<file path="src/rtl/alu_seq_if.sv">
// alu_seq_if: request/result bundle between an ALU client and alu_seq.
interface alu_seq_if #(parameter int W = 8);
  logic           in_valid;
  logic           in_ready;
  logic [7:0]     opcode;
  logic           ci;
  logic [W-1:0]   data_rd;
  logic [W-1:0]   data_rr;
  logic           out_valid;
  logic [2*W-1:0] data_o;
  logic           co;
  logic           zo;
  logic           no;
  logic           vo;
  logic           err;
  modport master (
    output in_valid, opcode, ci, data_rd, data_rr,
    input  in_ready, out_valid, data_o, co, zo, no, vo, err
  );
  modport slave (
    input  in_valid, opcode, ci, data_rd, data_rr,
    output in_ready, out_valid, data_o, co, zo, no, vo, err
  );
endinterface

</file>
<file path="src/rtl/alu_seq.sv">
// alu_seq: single-cycle ALU with a W-iteration shift-add multiplier.
module alu_seq #(parameter int W = 8) (
  input logic      clk,
  input logic      rst,
  alu_seq_if.slave bus
);
  localparam int CW = $clog2(W);
  typedef enum logic {IDLE, MUL} state_t;
  state_t         st;
  logic [2*W-1:0] p;
  logic [W-1:0]   mcand;
  logic [CW-1:0]  cnt;
  logic [W-1:0]   rd, rr, r;
  logic [3:0]     hi;
  logic [W:0]     sum, diff, psum;
  logic [2*W-1:0] p_nx;
  logic           c, v, e, is_mul, acc;
  assign rd       = bus.data_rd;
  assign rr       = bus.data_rr;
  assign hi       = bus.opcode[7:4];
  assign is_mul   = hi == 4'h4;
  assign sum      = {1'b0, rd} + {1'b0, rr} + (W+1)'(hi[0] & bus.ci);
  assign diff     = {1'b0, rd} - {1'b0, rr} - (W+1)'(hi[0] & bus.ci);
  // p holds {partial product, remaining multiplier bits}; shift right each step
  assign psum     = {1'b0, p[2*W-1:W]} + (p[0] ? {1'b0, mcand} : '0);
  assign p_nx     = {psum, p[W-1:1]};
  assign bus.in_ready = (st == IDLE) && !rst;
  assign acc      = bus.in_valid && bus.in_ready;
  always_comb begin
    r = '0;
    c = 1'b0;
    v = 1'b0;
    e = 1'b0;
    case (hi)
      4'h0: begin
        r = bus.opcode[1] ? (bus.opcode[0] ? {bus.ci, rd[W-1:1]} : {rd[W-2:0], bus.ci})
                          : (bus.opcode[0] ? {rd[W-1], rd[W-1:1]} : {rd[W-2:0], 1'b0});
        c = bus.opcode[0] ? rd[0] : rd[W-1];
      end
      4'h4: ;
      4'h8: r = rd & rr;
      4'h9: r = rd | rr;
      4'hA: r = rd ^ rr;
      4'hB: begin
        r = '0 - rd;
        v = rd == {1'b1, {(W-1){1'b0}}};
      end
      4'hC, 4'hD: begin
        r = sum[W-1:0];
        c = sum[W];
        v = (rd[W-1] == rr[W-1]) && (sum[W-1] != rd[W-1]);
      end
      4'hE, 4'hF: begin
        r = diff[W-1:0];
        c = diff[W];
        v = (rd[W-1] != rr[W-1]) && (diff[W-1] != rd[W-1]);
      end
      default: e = 1'b1;
    endcase
  end
  always_ff @(posedge clk) begin
    if (rst) begin
      st            <= IDLE;
      cnt           <= '0;
      bus.out_valid <= 1'b0;
      bus.data_o    <= '0;
      bus.co        <= 1'b0;
      bus.zo        <= 1'b0;
      bus.no        <= 1'b0;
      bus.vo        <= 1'b0;
      bus.err       <= 1'b0;
    end else begin
      bus.out_valid <= 1'b0;
      if (st == MUL) begin
        p   <= p_nx;
        cnt <= cnt + 1'b1;
        if (cnt == CW'(W-1)) begin
          st            <= IDLE;
          cnt           <= '0;
          bus.out_valid <= 1'b1;
          bus.data_o    <= p_nx;
          bus.co        <= p_nx[2*W-1];
          bus.zo        <= p_nx == '0;
          bus.no        <= 1'b0;
          bus.vo        <= 1'b0;
          bus.err       <= 1'b0;
        end
      end else if (acc) begin
        if (is_mul) begin
          st    <= MUL;
          p     <= {{W{1'b0}}, rr};
          mcand <= rd;
        end else begin
          bus.out_valid <= 1'b1;
          bus.data_o    <= {{W{1'b0}}, r};
          bus.co        <= c;
          bus.zo        <= r == '0;
          bus.no        <= r[W-1];
          bus.vo        <= v;
          bus.err       <= e;
        end
      end
    end
  end
endmodule

</file>
<file path="src/flat_wrapper.sv">
// flat-port wrapper written by rule: the top's interface ports become plain ports
module alu_seq_flat 
#(parameter int W = 8)
  (clk, rst, bus_in_valid, bus_opcode, bus_ci, bus_data_rd, bus_data_rr, bus_in_ready, bus_out_valid, bus_data_o, bus_co, bus_zo, bus_no, bus_vo, bus_err);
  alu_seq_if #(.W(W)) bus_i ();
  input logic clk;
  input logic rst;
  input wire logic [$bits(bus_i.in_valid)-1:0] bus_in_valid;
  input wire logic [$bits(bus_i.opcode)-1:0] bus_opcode;
  input wire logic [$bits(bus_i.ci)-1:0] bus_ci;
  input wire logic [$bits(bus_i.data_rd)-1:0] bus_data_rd;
  input wire logic [$bits(bus_i.data_rr)-1:0] bus_data_rr;
  output wire logic [$bits(bus_i.in_ready)-1:0] bus_in_ready;
  output wire logic [$bits(bus_i.out_valid)-1:0] bus_out_valid;
  output wire logic [$bits(bus_i.data_o)-1:0] bus_data_o;
  output wire logic [$bits(bus_i.co)-1:0] bus_co;
  output wire logic [$bits(bus_i.zo)-1:0] bus_zo;
  output wire logic [$bits(bus_i.no)-1:0] bus_no;
  output wire logic [$bits(bus_i.vo)-1:0] bus_vo;
  output wire logic [$bits(bus_i.err)-1:0] bus_err;
  assign bus_i.in_valid = bus_in_valid;
  assign bus_i.opcode = bus_opcode;
  assign bus_i.ci = bus_ci;
  assign bus_i.data_rd = bus_data_rd;
  assign bus_i.data_rr = bus_data_rr;
  assign bus_in_ready = bus_i.in_ready;
  assign bus_out_valid = bus_i.out_valid;
  assign bus_data_o = bus_i.data_o;
  assign bus_co = bus_i.co;
  assign bus_zo = bus_i.zo;
  assign bus_no = bus_i.no;
  assign bus_vo = bus_i.vo;
  assign bus_err = bus_i.err;
  alu_seq #(.W(W)) u_core (.clk(clk), .rst(rst), .bus(bus_i));
endmodule
</file>
<file path="config.mk">
export PLATFORM = sky130hd
export DESIGN_NAME = alu_seq_flat
export DESIGN_NICKNAME = d
export VERILOG_FILES = /design/src/rtl/alu_seq_if.sv /design/src/rtl/alu_seq.sv /design/src/flat_wrapper.sv
export SDC_FILE = /design/constraint.sdc
export NUM_CORES = 1
export LEC_CHECK = 0
export ABC_AREA = 1
export BUFFER_PORTS_ARGS = -buffer_cell sky130_fd_sc_hd__buf_4
export CAP_MARGIN = 20
export CORE_ASPECT_RATIO = 0.6
export CORE_MARGIN = 2
export CORE_UTILIZATION = 40
export CTS_CLUSTER_DIAMETER = 50
export DETAILED_ROUTE_END_ITERATION = 10
export SLEW_MARGIN = 20
export SYNTH_ARGS = -nofsm -noshare
export SYNTH_HDL_FRONTEND = slang
export SYNTH_SLANG_ARGS = --single-unit
</file>
<file path="constraint.sdc">
create_clock -name clk -period 7.5 [get_ports clk]
set_clock_uncertainty 0.15 [all_clocks]
set_input_delay 1.5 -clock clk [delete_from_list [all_inputs] [get_ports clk]]
set_output_delay 1.5 -clock clk [all_outputs]
set_load 0.01 [all_outputs]
</file>
==> flow_summary.ini, run 1 <==
[global_route]
grt_pass1_wl_mm = 20.3
grt.overflow.total = 0
antenna_found_initial = 0
grt_pass1_vias = 3851
grt_use_total_pct = 23.0
grt_max_degree = 28

[clock_tree]
ctsResizeCount = 0
cts_tree = built
htree_levels = 2
clk_latency_ns = 0.29
clockRootBuffer = clkbuf_16
cts_buffers = 5
path_clk_slew_ns = 0.07
cts_setup_buffers = 0
cts_sinks = 50
postCtsHoldBufs = 0
max-clock-path-buffers = 2

[placed_design]
gp_congestion = 0.920
port_buffers = 48
hpwl_mm = 10.3

[outcome]
status = complete, no violations

[logic_synthesis]
synth_top_area_share_pct = 17.3
syn_inst = 618
synth_fp_nets = 692
yosys.area.top_type = edfxtp_1
ys_seq_elements = 50
yosysSeqAreaShare_pct = 29.8
ys_types = 31
yosys_warnings = 0
syn_area_mm2 = 0.00416
ys_top_cells_by_area = edfxtp_1 17%, nand2_1 15%, dfxtp_1 13%, ha_1 12%, inv_1 7.6%
postSynthAreaPerCell_um2 = 6.73

[critical_path]
crit_arrival_ns = 3.94
worstPathRequired_ns = 7.58
start_kind = input pin
endpoint_kind = flop
crit_fanout = 3
path_class = in2reg

[power_and_ir_drop]
p_sw_mw = 0.222
peakVddDrop_mv = 0.106
power_density_mw_per_mm2 = 151
power.share.combinational_pct = 25.3
power_switching_share_pct = 30.8
leakage_nw = 2.38
internal_power_mw = 0.500
p_clk_share_pct = 33.8
pwr-share-seq_pct = 40.8

[cells_and_area]
mostFrequentLayoutCells = 169 x nand2_1, 84 x inv_1, 84 x nor2_1
diodes = 0
layout_commonest_cell = nand2_1
layout-drive-gt1-share_pct = 9.52
finalNetCount = 735
fillers = 1055
fin_util_pct = 48.0
syn_to_final_growth_pct = 15.1

[floorplan]
chipHeight_um = 83.0
rows = 28
io_pins = 51
initial_core_util_pct = 41.7
die_w_um = 136
core-area_mm2 = 0.00998
die_area_mm2 = 0.0113

[drt]
first_pass_iters = 5
drt_iter0_drc = 400
wire_per_inst_um = 15.9
vias = 4228
vias_per_cell = 5.30
ant_nets = 0
drt-total-wl_mm = 12.6
post-route-drc-count = 0

[sta]
tns_ns = 0
setup_viol = 0
fin_crit_ns = 3.87
final-hold-violation-count = 0
slew_violations = 0
tightestPinTransition_ns = 0.920
max_freq_ghz = 0.259
rsz0062_at_grt = false
post-route-period-util_pct = 51.6
slew_headroom_pct = 38.7

[flow_run]
maxCapViolations = 0

[min_path]
hold_path_class = reg2reg
-- per-layer routing --
layer  GRT usage, %  wire [µm]
met5              0          0
met4           1.70         38
met3           4.40       1180
met2           30.6       4710
met1           38.7       6710
-- sequential cells by signal, summed over array words and instances, names as in the netlist --
register and cells:
u_core.bus.out_valid 1, u_core.bus.data_o 16, u_core.bus.err 1, u_core.bus.co 1, u_core.bus.zo 1, u_core.bus.vo 1
u_core.cnt 3, u_core.mcand 8, u_core.p 16, u_core.st 1, u_core.bus.no 1
-- cell usage after synthesis --
library cell	number
o21bai_1	2
a211oi_1	1
inv_1	84
buf_6	1
nor2_4	1
o21ai_0	31
o221ai_1	1
nor3_1	4
xor2_1	3
clkbuf_1	6
nand3_1	52
o21a_1	2
fa_1	5
nor2_1	84
xnor2_1	2
nand2_2	1
a31oi_1	8
nand2_1	169
o211ai_1	2
buf_4	4
a32o_1	1
a21oi_1	35
nor2_2	2
o2111ai_1	1
dfxtp_1	26
ha_1	41
nand4_1	12
edfxtp_1	24
nand3b_1	9
buf_2	3
or2_2	1
-- kinds of logic (layout without fill, tap and decap cells) --
group	after synthesis	in the layout	synth area share (%)
buffers and inverters	98	142	9.47
AOI/OAI and AO/OA	84	84	11.1
and+or+nand+nor	335	335	33.9
adders and majority gates	46	46	14.7
xor gates and xnor gates	5	5	1.05
DFF	50	50	29.8
-- final timing paths --
check                                                  startpoint                                end  slack, ns  cells after the start
worst max-delay path                                       bus_ci         u_core.bus.co$_SDFFE_PP0P_       3.63                     14
worst min-delay path            u_core.bus.data_o[8]$_SDFFE_PP0P_  u_core.bus.data_o[8]$_SDFFE_PP0P_       0.31                      2
worst max register to register               u_core.st$_SDFF_PP0_              u_core.p[0]$_DFFE_PP_       4.60                      3
worst min register to register  u_core.bus.data_o[8]$_SDFFE_PP0P_  u_core.bus.data_o[8]$_SDFFE_PP0P_       0.31                      2
-- through the flow --
step | setup slack, ns | hold slack [ns] | instance area [µm²] | power, mW | std cells
6_report | 3.63 | 0.315 | 4790 | 0.723 | 797
5_1_grt | 3.50 | 0.327 | 4790 | 0.766 | 797
4_1_cts | 3.71 | 0.315 | 4790 | 0.725 | 797
3_5_place_dp | 3.42 | 0.304 | 4630 | 0.481 | 789
3_3_place_gp | 3.40 | 0.304 | 4630 | 0.478 | 789
2_1_floorplan | 3.56 | 0.293 | 4160 | 0.420 | 618
-- worst max-delay path, cell delays in order --
cell and delay [ns]:
buf_4 0.12, nand2_1 0.20, inv_1 0.09, fa_1 0.37, inv_1 0.10, fa_1 0.25
nor2_1 0.08, o21ai_0 0.31, nand4_1 0.18, nand4_1 0.11, nand2_1 0.05, o21ai_0 0.35
a21oi_1 0.12, nor2_1 0.10
-- cell type report --
cell class                      count  area [µm²]  share of cell area [%]
Sequential cell                    50        1240                    25.9
Tap cell                          135         169                    3.53
Inverter                           84         315                    6.58
Timing Repair Buffer               50         375                    7.84
Multi-Input combinational cell    470        2530                    52.7
Clock buffer                        6         150                    3.13
Clock inverter                      2        12.5                   0.261
-- power groups by stage --
stage | Sequential, mW | Combinational, mW | Clock [mW]
after floorplan | 0.302 | 0.118 | 0
after global routing | 0.296 | 0.207 | 0.264
after CTS | 0.295 | 0.181 | 0.250
final | 0.295 | 0.183 | 0.244
after detailed placement | 0.301 | 0.180 | 0
after global placement | 0.301 | 0.177 | 0
Note: power is estimated with default switching activity, not from simulation.
==> inputs of run 2 (changes only) <==
--- a/config.mk
+++ b/config.mk
@@ -5,7 +5,7 @@
 export SDC_FILE = /design/constraint.sdc
 export NUM_CORES = 1
 export LEC_CHECK = 0
-export ABC_AREA = 1
+export ABC_AREA = 0
 export BUFFER_PORTS_ARGS = -buffer_cell sky130_fd_sc_hd__buf_4
 export CAP_MARGIN = 20
 export CORE_ASPECT_RATIO = 0.6
==> constraint.sdc (replaced) <==
create_clock -name clk -period 3.54 [get_ports clk]
set_clock_uncertainty 0.15 [all_clocks]
set_input_delay 0.708 -clock clk [delete_from_list [all_inputs] [get_ports clk]]
set_output_delay 0.708 -clock clk [all_outputs]
set_load 0.01 [all_outputs]
==> flow_summary.ini, run 2 <==
[outcome]
status = complete, no violations

[clock_tree]
max-clock-path-buffers = 2
cts_buffers = 5
cts_setup_buffers = 0
cts_sinks = 50
postCtsHoldBufs = 0
ctsResizeCount = 0
htree_levels = 2
cts_tree = built
clockRootBuffer = clkbuf_16
clk_latency_ns = 0.29
path_clk_slew_ns = 0.07

[sta]
fin_ws_ns = 0.251
setup_viol = 0
rsz0062_at_grt = false
slew_headroom_pct = 45.2
post-route-period-util_pct = 92.9
slew_violations = 0
fin_crit_ns = 3.29
tns_ns = 0
tightestPinTransition_ns = 0.820
final-hold-violation-count = 0
max_freq_ghz = 0.304

[logic_synthesis]
postSynthAreaPerCell_um2 = 8.88
ys_seq_elements = 50
synth_top_area_share_pct = 17.7
synthTopCellsByCount = 41 x ha_1, 41 x nand2_1, 32 x o21ai_0
syn_inst = 459
ys_types = 64
synthArstFlopShare_pct = 0
synth_fp_nets = 533
synth_edf_count = 24
yosys.area.top_type = edfxtp_1
synthFlopType = dfxtp_1
yosys_warnings = 0
yosysSeqAreaShare_pct = 30.4
syn_area_mm2 = 0.00408
ys_top_cells_by_area = edfxtp_1 18%, dfxtp_1 13%, ha_1 13%, o21ai_0 3.9%, nand2_1 3.8%

[drt]
ant_nets = 0
vias_per_cell = 5.60
drt_iter0_drc = 259
drt-total-wl_mm = 11.4
first_pass_iters = 4
wire_per_inst_um = 17.9
vias = 3583
post-route-drc-count = 0

[critical_path]
reg2reg_depth = 9
r2r-end = u_core.bus.co$_SDFFE_PP0P_
path_class = in2reg
crit_arrival_ns = 3.34
crit_family = compound AO/OA/AOI/OAI gates
worstPathRequired_ns = 3.59
worst-path-buf-inv = 4
r2r_slack_ns = 0.49
critPathMaxStageDelay_ns = 0.39
worstReg2RegStart = u_core.p[0]$_DFFE_PP_
endpoint_kind = flop
cpMaxStageDelayCell = fa_1
crit_fanout = 4
path_cells = buf_4 -> inv_1 -> fa_1 -> inv_1 -> fa_1 -> o21ai_0 -> a211oi_1 -> buf_4 -> a21o_1 -> a21oi_1 -> xor2_1 -> a21oi_1 -> o32ai_1
start_kind = input pin

[power_and_ir_drop]
power.share.combinational_pct = 25.8
p_clk_share_pct = 35.1
p_sw_mw = 0.449
power_switching_share_pct = 28.3
internal_power_mw = 1.14
power_density_mw_per_mm2 = 332
pwr-share-seq_pct = 39.1
leakage_nw = 1.99
peakVddDrop_mv = 0.183

[min_path]
hold_path_class = reg2reg
min_to = u_core.bus.data_o[9]$_SDFFE_PP0P_
hold-path-cell-count = 2
hold_start = u_core.bus.data_o[9]$_SDFFE_PP0P_

[cells_and_area]
syn_to_final_growth_pct = 17.0
mostFrequentLayoutCells = 62 x buf_4, 41 x nand2_1, 41 x ha_1
top_regs = u_core.bus.data_o (16), u_core.p (16), u_core.mcand (8)
seq_area_mm2 = 0.00124
multi_input_area_mm2 = 0.00260
finalNetCount = 578
diodes = 0
layout-drive-gt1-share_pct = 16.8
layout_commonest_cell = buf_4
fillers = 1003

[flow_run]
maxCapViolations = 0

[floorplan]
rows = 28
core-area_mm2 = 0.00988
die_w_um = 134
die_area_mm2 = 0.0110
initial_core_util_pct = 41.3
io_pins = 51
chipHeight_um = 82.2

[placed_design]
gp_congestion = 0.939
place_ws_ns = 0.0395
hpwl_mm = 9.00
port_buffers = 48

[global_route]
grt_pass1_wl_mm = 18.2
grt_use_total_pct = 21.5
grt.overflow.total = 0
grt_pass1_vias = 3422
grt_max_degree = 29
antenna_found_initial = 0
## run 2: changes by cell type after synthesis, moves of 10 or more
cell / change
mux2i_1: +13
nor2_1: -62
nand3_1: -40
clkbuf_1: +10
nand4_1: -10
and2_1: +19
xnor2_1: +15
nand2_1: -128
inv_1: -53
## run 2: metal layers
layer | vias up | global-route usage, % | wire length (µm)
li1 | 1735 | - | -
met1 | 1715 | 32.4 | 5890
met2 | 118 | 31.6 | 4650
met3 | 15 | 4.70 | 781
met4 | 0 | 4.11 | 130
met5 | - | 0 | 0
## run 2: how the worst max path moves through the flow
| stage | from | end | slack [ns] | depth (start not counted) |
|---|---|---|---|---|
| global placement | bus_ci | u_core.bus.co$_SDFFE_PP0P_ | 0.03 | 13 |
| floorplan | bus_opcode[4] | u_core.bus.data_o[7]$_SDFFE_PP0P_ | 0.27 | 11 |
| CTS | bus_data_rd[0] | u_core.bus.co$_SDFFE_PP0P_ | 0.33 | 13 |
| detailed placement | bus_ci | u_core.bus.data_o[6]$_SDFFE_PP0P_ | 0.04 | 12 |
| global route | bus_data_rd[0] | u_core.bus.co$_SDFFE_PP0P_ | 0.15 | 13 |
| finish | bus_data_rd[0] | u_core.bus.co$_SDFFE_PP0P_ | 0.25 | 13 |
## run 2: through the flow
step	power (mW)	utilization, %	hold WS (ns)	area [µm²]	std cells
finish	1.58	48.3	0.301	4770	640
global route	1.66	48.3	0.317	4770	640
CTS	1.59	48.3	0.303	4770	640
detailed placement	1.03	46.5	0.294	4590	632
global placement	1.03	46.5	0.294	4590	632
floorplan	0.889	-	0.313	4080	459
## run 2: cells by family after synthesis
family                   after synthesis  share of synthesized area, %
flip-flops                            50                          30.4
XOR/XNOR                              25                          5.37
AND/OR/NAND/NOR                      151                          20.0
buffers and inverters                 55                          5.77
multiplexers                          18                          4.85
AO/OA/AOI/OAI                        114                          18.5
adder cells (fa/ha/maj)               46                          15.0
## run 2: layout make-up
cell class	instances	area share, %
multi-input cells	354	54.5
well taps	135	3.54
inverters	31	2.44
flip-flops and latches	50	26.0
repair buffers	62	9.76
clock buffers	7	3.67
clock inverters	1	0.0787
## run 2: worst register-to-register path, cell delays in order, from the launching register on
cell and delay [ns]:
edfxtp_1 0.48, and2_1 0.19, ha_1 0.23, fa_1 0.44, a21o_1 0.19, a211o_1 0.27
a21oi_1 0.22, o21ai_0 0.32, a32oi_1 0.30, o32ai_1 0.11
## run 2: power by group through the flow
stage	sequential, mW	combinational (mW)	clock, mW
4_1_cts	0.619	0.402	0.564
2_1_floorplan	0.634	0.255	0
3_5_place_dp	0.632	0.398	0
3_3_place_gp	0.632	0.394	0
6_report	0.619	0.408	0.556
5_1_grt	0.620	0.448	0.591
==> inputs of run 3 (changes only) <==
--- a/config.mk
+++ b/config.mk
@@ -10,9 +10,10 @@
 export CAP_MARGIN = 20
 export CORE_ASPECT_RATIO = 0.6
 export CORE_MARGIN = 2
-export CORE_UTILIZATION = 40
+export CORE_UTILIZATION = 50
 export CTS_CLUSTER_DIAMETER = 50
 export DETAILED_ROUTE_END_ITERATION = 10
+export PLACE_DENSITY = 0.73
 export SLEW_MARGIN = 20
 export SYNTH_ARGS = -nofsm -noshare
 export SYNTH_HDL_FRONTEND = slang
==> flow_summary.ini, run 3 (synthesis results as in run 2) <==
[floorplan]
chipHeight_um = 73.9
die_area_mm2 = 0.00891
rows = 25
die_w_um = 121
io_pins = 51
core-area_mm2 = 0.00788
initial_core_util_pct = 51.7

[critical_path]
start_kind = input pin
worst-path-buf-inv = 2
path_class = in2reg
reg2reg_depth = 9
endpoint_kind = flop
r2r-end = u_core.bus.co$_SDFFE_PP0P_
cpMostUsedCell = fa_1
worstReg2RegStart = u_core.p[0]$_DFFE_PP_
path_cells = buf_4 -> and2_1 -> inv_1 -> fa_1 -> fa_1 -> nor2b_1 -> o31ai_1 -> a21oi_1 -> xor2_1 -> a221oi_1 -> nand4bb_1 -> o21ai_1
crit_family = compound AO/OA/AOI/OAI gates
worstPathRequired_ns = 3.62
crit_arrival_ns = 3.24
crit_fanout = 3
critPathMaxStageDelay_ns = 0.41
cpMaxStageDelayCell = fa_1
r2r_slack_ns = 0.51

[power_and_ir_drop]
pwr-share-seq_pct = 38.1
peakVddDrop_mv = 0.290
p_clk_share_pct = 37.2
power_density_mw_per_mm2 = 344
finalPower_mw = 1.63
internal_power_mw = 1.18
power_switching_share_pct = 27.3
p_sw_mw = 0.445
power.share.combinational_pct = 24.8
leakage_nw = 1.98

[clock_tree]
clockRootBuffer = clkbuf_16
cts_sinks = 50
max-clock-path-buffers = 2
path_clk_slew_ns = 0.06
clk_latency_ns = 0.29
cts_setup_buffers = 0
ctsResizeCount = 0
postCtsHoldBufs = 0
cts_buffers = 5
cts_tree = built
htree_levels = 2

[placed_design]
hpwl_mm = 8.41
port_buffers = 48
place_inst = 603
gp_congestion = 0.929

[drt]
vias_per_cell = 5.84
first_pass_iters = 6
drt_iter0_drc = 288
ant_nets = 0
drt-total-wl_mm = 10.8
vias = 3570
post-route-drc-count = 0
wire_per_inst_um = 17.6

[global_route]
grt_pass1_wl_mm = 17.6
grt_pass1_vias = 3457
antenna_found_initial = 0
grt_max_degree = 29
grt.overflow.total = 0
grt_use_total_pct = 25.3

[min_path]
hold-path-cell-count = 2
min_to = u_core.bus.data_o[14]$_SDFFE_PP0P_
hold_start = u_core.bus.data_o[14]$_SDFFE_PP0P_
hold_path_class = reg2reg

[sta]
max_freq_ghz = 0.316
fin_crit_ns = 3.16
slew_violations = 0
setup_viol = 0
slew_headroom_pct = 43.9
rsz0062_at_grt = false
tns_ns = 0
final-hold-violation-count = 0
tightestPinTransition_ns = 0.840
post-route-period-util_pct = 89.3

[cells_and_area]
finalNetCount = 576
fin_util_pct = 60.1
mostFrequentLayoutCells = 60 x buf_4, 41 x nand2_1, 41 x ha_1
syn_to_final_growth_pct = 16.2
layout-drive-gt1-share_pct = 16.7
diodes = 0
final_cell_count_no_fill = 611
layout_commonest_cell = buf_4
top_regs = u_core.bus.data_o (16), u_core.p (16), u_core.mcand (8)

[flow_run]
maxCapViolations = 0

[outcome]
status = complete, no violations
-- run 3: tightest hold or removal path, cell delays in order, from the launching register on --
cell and delay (ns):
dfxtp_1 0.31, nand2_1 0.05, a21oi_1 0.05
-- run 3: per-layer routing --
layer	part of all wire [%]	wire, µm	track usage, %	vias to the layer above
met1	49	5310	37.1	1685
met5	0	0	0	-
met3	9.1	974	7.67	10
met2	41	4410	37.3	148
met4	0.59	63	4.65	0
li1	-	-	-	1727
-- run 3: final cells by class --
cell class | instances | area (µm²)
Fill cell | 721 | 3150
Multi-Input combinational cell | 354 | 2600
Sequential cell | 50 | 1240
Timing Repair Buffer | 60 | 450
Clock buffer | 7 | 164
Tap cell | 108 | 135
Inverter | 31 | 116
Clock inverter | 1 | 30.0
-- run 3: metrics by stage --
stage | hold slack (ns) | instance area [µm²] | worst slack, ns
final | 0.303 | 4740 | 0.377
after global routing | 0.330 | 4740 | 0.183
after CTS | 0.307 | 4740 | 0.435
after detailed placement | 0.297 | 4540 | 0.124
after global placement | 0.293 | 4540 | 0.156
after floorplan | 0.313 | 4080 | 0.266
-- run 3: power by group through the flow --
stage,combinational [mW],sequential [mW],clock [mW]
floorplan,0.255,0.634,0
global placement,0.383,0.632,0
detailed placement,0.391,0.632,0
CTS,0.394,0.619,0.612
global route,0.440,0.620,0.633
finish,0.403,0.619,0.605
-- run 3: worst max path at each step --
stage               slack [ns]                           endpoint  cells past startpoint     startpoint
global placement          0.16  u_core.bus.data_o[7]$_SDFFE_PP0P_                     12         bus_ci
floorplan                 0.27  u_core.bus.data_o[7]$_SDFFE_PP0P_                     11  bus_opcode[4]
finish                    0.38         u_core.bus.zo$_SDFFE_PP0P_                     12         bus_ci
detailed placement        0.12  u_core.bus.data_o[6]$_SDFFE_PP0P_                     12         bus_ci
global route              0.18         u_core.bus.zo$_SDFFE_PP0P_                     12         bus_ci
CTS                       0.44  u_core.bus.data_o[7]$_SDFFE_PP0P_                     12         bus_ci
